`src/rtl/pmu_ahb_arbiter.sv`:
```
// Round-robin arbiter and AHB-lite master sequencer for the PMU slave port.
// Serialises single-word requests from N_REQ requesters into non-pipelined
// SINGLE/NONSEQ transfers. Read data and error status are returned with a
// one-cycle rvalid pulse, and transfers that never complete are aborted.
module pmu_ahb_arbiter #(
  parameter int N_REQ      = 2,
  parameter int DATA_WIDTH = 32,
  parameter int ADDR_WIDTH = 32,
  parameter int TIMEOUT    = 16
) (
  input  logic                        clk_i,
  input  logic                        rstn_i,
  input  logic [N_REQ-1:0]            req_i,
  input  logic [N_REQ-1:0]            we_i,
  input  logic [N_REQ*ADDR_WIDTH-1:0] addr_i,
  input  logic [N_REQ*DATA_WIDTH-1:0] wdata_i,
  output logic [N_REQ-1:0]            gnt_o,
  output logic [N_REQ-1:0]            rvalid_o,
  output logic [DATA_WIDTH-1:0]       rdata_o,
  output logic                        err_o,
  output logic                        busy_o,
  output logic                        hsel_o,
  output logic [ADDR_WIDTH-1:0]       haddr_o,
  output logic                        hwrite_o,
  output logic [1:0]                  htrans_o,
  output logic [2:0]                  hsize_o,
  output logic [2:0]                  hburst_o,
  output logic [DATA_WIDTH-1:0]       hwdata_o,
  input  logic                        hready_i,
  input  logic [DATA_WIDTH-1:0]       hrdata_i,
  input  logic [1:0]                  hresp_i
);

  localparam int IDX_W = (N_REQ > 1) ? $clog2(N_REQ) : 1;
  localparam int CNT_W = $clog2(TIMEOUT + 1);

  localparam logic [1:0] TRANS_IDLE   = 2'b00;
  localparam logic [1:0] TRANS_NONSEQ = 2'b10;
  localparam logic [1:0] RESP_ERROR   = 2'b01;

  typedef enum logic [1:0] {
    IDLE = 2'd0,
    ADDR = 2'd1,
    DATA = 2'd2
  } state_t;

  state_t                  state;
  logic [IDX_W-1:0]        last_grant;
  logic [IDX_W-1:0]        sel_idx;
  logic [IDX_W-1:0]        winner;
  logic                    any_req;
  logic [N_REQ-1:0]        win_oh;
  logic [N_REQ-1:0]        sel_oh;
  logic                    we_q;
  logic [DATA_WIDTH-1:0]   wdata_q;
  logic [CNT_W-1:0]        cnt;

  // Word-sized single transfers only.
  assign hsize_o  = 3'b010;
  assign hburst_o = 3'b000;
  assign busy_o   = (state != IDLE);

  assign win_oh = N_REQ'(1) << winner;
  assign sel_oh = N_REQ'(1) << sel_idx;

  // Round-robin pick: scan from the requester after last_grant, wrapping once.
  always_comb begin
    int idx;
    idx     = 0;
    winner  = last_grant;
    any_req = 1'b0;
    for (int i = 1; i <= N_REQ; i++) begin
      idx = int'(last_grant) + i;
      if (idx >= N_REQ) idx = idx - N_REQ;
      if (!any_req && req_i[idx]) begin
        any_req = 1'b1;
        winner  = idx[IDX_W-1:0];
      end
    end
  end

  // Transfer sequencer: arbitration, address phase, data phase with timeout.
  always_ff @(posedge clk_i or negedge rstn_i) begin
    if (!rstn_i) begin
      state      <= IDLE;
      last_grant <= IDX_W'(N_REQ - 1);
      sel_idx    <= '0;
      we_q       <= 1'b0;
      wdata_q    <= '0;
      cnt        <= '0;
      gnt_o      <= '0;
      rvalid_o   <= '0;
      rdata_o    <= '0;
      err_o      <= 1'b0;
      hsel_o     <= 1'b0;
      haddr_o    <= '0;
      hwrite_o   <= 1'b0;
      htrans_o   <= TRANS_IDLE;
      hwdata_o   <= '0;
    end else begin
      gnt_o    <= '0;
      rvalid_o <= '0;
      case (state)
        IDLE: begin
          if (any_req) begin
            state      <= ADDR;
            gnt_o      <= win_oh;
            last_grant <= winner;
            sel_idx    <= winner;
            we_q       <= we_i[winner];
            wdata_q    <= wdata_i[winner*DATA_WIDTH +: DATA_WIDTH];
            hsel_o     <= 1'b1;
            htrans_o   <= TRANS_NONSEQ;
            haddr_o    <= addr_i[winner*ADDR_WIDTH +: ADDR_WIDTH];
            hwrite_o   <= we_i[winner];
          end
        end
        ADDR: begin
          // Address phase is held unchanged until the slave accepts it.
          if (hready_i) begin
            state    <= DATA;
            hsel_o   <= 1'b0;
            htrans_o <= TRANS_IDLE;
            haddr_o  <= '0;
            hwrite_o <= 1'b0;
            hwdata_o <= we_q ? wdata_q : '0;
            cnt      <= '0;
          end
        end
        DATA: begin
          if (hready_i) begin
            state    <= IDLE;
            rvalid_o <= sel_oh;
            rdata_o  <= we_q ? '0 : hrdata_i;
            err_o    <= (hresp_i == RESP_ERROR);
            hwdata_o <= '0;
            cnt      <= '0;
          end else if (cnt == CNT_W'(TIMEOUT)) begin
            // Slave never answered: abort and report an error with no data.
            state    <= IDLE;
            rvalid_o <= sel_oh;
            rdata_o  <= '0;
            err_o    <= 1'b1;
            hwdata_o <= '0;
            cnt      <= '0;
          end else begin
            cnt <= cnt + CNT_W'(1);
          end
        end
        default: state <= IDLE;
      endcase
    end
  end

endmodule
```
`config.mk`:
```
export PLATFORM = sky130hd
export DESIGN_NAME = pmu_ahb_arbiter
export DESIGN_NICKNAME = d
export VERILOG_FILES = /design/src/rtl/pmu_ahb_arbiter.sv
export SDC_FILE = /design/constraint.sdc
export NUM_CORES = 1
export LEC_CHECK = 0
export CAP_MARGIN = 30
export CORE_UTILIZATION = 45
export CTS_CLUSTER_SIZE = 25
export DETAILED_ROUTE_END_ITERATION = 6
export PLACE_DENSITY = 0.87
export RECOVER_POWER = 25
export SYNTH_ARGS = -nofsm -noshare
export SYNTH_HDL_FRONTEND = slang
export SYNTH_SLANG_ARGS = --single-unit
export TNS_END_PERCENT = 5
```
`constraint.sdc`:
```
create_clock -name clk_i -period 4.24 [get_ports clk_i]
set_input_delay 0.636 -clock clk_i [delete_from_list [all_inputs] [get_ports clk_i]]
set_output_delay 0.636 -clock clk_i [all_outputs]
set_load 0.01 [all_outputs]
```
==> reports/qor.yml <==
crit_start: "state[1]"
r2r_slack_ns: 2.04
power.density_nw_per_um2: 672.1
worst_slew_pin_slew_ns: 1.006
cts_hold_buf: 0
dieArea_um2: 13810
dpl.cell_count: 865
cts_max_level: 4
die_h_um: 117.5
fin_crit_ns: 2.397
drive_gt1_frac: 0.08138
peakVddDrop_mv: 0.3479
grt_first_pass_wirelength_um: 30370
clock-sinks: 145
reg2reg_from: "state[1]"
antenna_found_initial: 1
synth.largest_area_cell: "dfrtp_1"
port_buffers: 273
vias: 5188
syn_inst: 455
core_area_um2: 12820
maxCapViolCount: 0
status: "finished clean"
power.internal_mw: 4.315
cts_tree: "built"
drt_wl_total_um: 19120
ys_seq_elements: 145
cts_buffers: 17
yosysUniqueCellTypes: 42
timing.rr.end: "wdata_q[9]"
rows: 41
fin_util: 0.7392
ys_seq_area_frac: 0.6042
initial_core_util: 0.4684
drt_first_pass_iters: 5
setup_tns_ns: 0
clk_pin_slew_ns: 0.06
ant_nets: 0
cts_max_path_buffers: 2
yosys_warnings: 0
maxSlewViolCount: 0
power_frac_comb: 0.386
required_ns: 3.60
path_max_fanout: 12
synthesis.area_um2: 6007
crit_buf_inv: 2
p_seq_frac: 0.360
worstSetupEndpointType: "output pin"
cpPeakStageDelay_ns: 0.63
worst_setup_path_start_kind: "flop"
swShare: 0.3229
crit_end: "busy_o"
finClkSkew_ns: 0.007193
slowest_stage: "dfrtp_1"
first_iter_violations: 323
worstSkewPairLatency_ns: 0.42
cp.depth: 3
min_period_over_period: 0.5654
reg2reg_depth: 5
worstSetupPathType: "flop to output pin"
final_common_cell: "clkdlybuf4s50_1"
setup_violations: 0
final_cell_mix: "272 x clkdlybuf4s50_1, 144 x dfrtp_1, 67 x and3_1, 66 x a221o_1, 65 x a22o_1"
final_nets: 883
drt-vias-per-instance: 5.777
synth_area_leaders: "dfrtp_1 60%, a221o_1 11%, a22o_1 9.5%, and3_1 7.0%, buf_2 1.6%"
gr-usage-all-layers: 0.2831
area_growth_pct: 57.82
path_delay_family: "buffers and inverters"
hp-class: "input port to async pin"
final_cells: 898
cts_setup_buffers: 0
finalHoldViolations: 0
dpl.hpwl_um: 13110
avgRoutedWirePerCell_um: 21.29
ctsResizeCount: 0
crit_arrival_ns: 1.76
grt_pass1_vias: 5542
crit_chain: "nor2_4 -> inv_2 -> clkdlybuf4s50_1"
grt_overflow: 0
syn_area_per_cell_um2: 13.20
maxSlewHeadroom: 0.3294
drc: 0
p_clk_frac: 0.254
netlist.area_leader.share: 0.5999
fmax_mhz: 417.2
root_buffer: "clkbuf_16"
rsz0062_at_grt: "no"
gp_routability_congestion: 0.9188
p_leak_nw: 4.327
fp.dieW_um: 117.5
grt_max_degree: 104
p_switching_mw: 2.057
ios: 281
==> through the flow <==
step                      setup slack, ns  cell area (um^2)  power [mW]  hold slack, ns
after global routing                1.735              9480       6.662          0.4374
after global placement              1.391              8742       4.565          0.4129
after detailed placement            1.441              8840       4.727          0.4353
final                               1.843              9480       6.372          0.3645
after CTS                           1.846              9485       6.393         0.02779
after floorplan                     2.594              6026       3.530          0.3404
==> worst min-delay path by stage <==
stage          depth (start not counted)  slack, ns          end
6_report                               1       0.36  wdata_q[16]
5_1_grt                                1       0.44  wdata_q[21]
4_1_cts                                1       0.03  wdata_q[16]
3_5_place_dp                           1       0.44  rvalid_o[0]
3_3_place_gp                           1       0.41  rvalid_o[0]
2_1_floorplan                          0       0.34       cnt[0]
==> flip-flops by register name (all words and copies together), names as in the netlist, 2 cells and up <==
signal    count
haddr_o      32
rdata_o      32
gnt_o         2
state         2
rvalid_o      2
cnt           5
wdata_q      32
hwdata_o     32
==> routing by layer <==
metal  GRT usage  vias to the layer above  wire length, um
li1            -                     2281                -
met2      0.4830                      261             9846
met1      0.3328                     2604             7311
met3     0.06928                       42             1311
met4      0.1418                        0              650
met5           0                        -                0
==> synthesized netlist by cell type <==
library cell and count:
nand2b_1 2, and3_1 67, nor2_1 4, a311o_1 1, and2_1 2, nor2_4 1, nand2b_2 1, o22ai_1 1
inv_1 9, o21ai_2 2, nand3_1 3, nor4_1 1, clkbuf_2 3, a211o_4 1, a21boi_1 1, a32oi_1 1
nand2_1 4, o31ai_1 2, nand3b_2 1, ha_1 2, conb_1 2, buf_4 9, a21oi_1 4, nor4b_1 1
nor2b_1 1, a2bb2o_4 1, dfrtp_1 144, dfstp_2 1, or2_2 1, a221o_1 66, inv_2 2, o21ai_0 3
buf_2 19, a22o_1 65, buf_6 8, a31oi_1 1, or4_1 1, nor3_2 2, a211oi_4 1, o41ai_1 1
and4bb_1 1, clkbuf_1 12
==> power by group through the flow <==
stage               logic (mW)  clock network (mW)  registers [mW]
finish                    2.46                1.62            2.29
global route              2.62                1.70            2.35
CTS                       2.47                1.64            2.28
detailed placement        2.44                   0            2.28
global placement          2.30                   0            2.26
floorplan                 1.18                   0            2.35
==> area by class of cell <==
class	count	area, um^2
Clock inverter	12	178.9
Multi-Input combinational cell	253	2069
Sequential cell	145	3630
Clock buffer	20	466.7
Tap cell	172	215.2
Fill cell	832	3344
Antenna cell	1	2.502
Inverter	11	41.29
Timing Repair Buffer	284	2877
==> worst reg2reg max path, delay by kind of cell, from the launching register on <==
| kind | cells | cell delay [ns] |
|---|---|---|
| AO/OA/AOI/OAI | 2 | 0.60 |
| buffers and inverters | 2 | 0.75 |
| flip-flops | 1 | 0.55 |
| AND/OR/NAND/NOR | 1 | 0.19 |
==> cell families after synthesis <==
group,Yosys count,synth area share
AO/OA/AOI/OAI,151,0.2335
adder cells (fa/ha/maj),2,0.004165
buffers and inverters,62,0.05894
AND/OR/NAND/NOR,93,0.09790
other,2,0.001250
flip-flops,145,0.6043
Note: power is estimated with default switching activity, not from simulation.
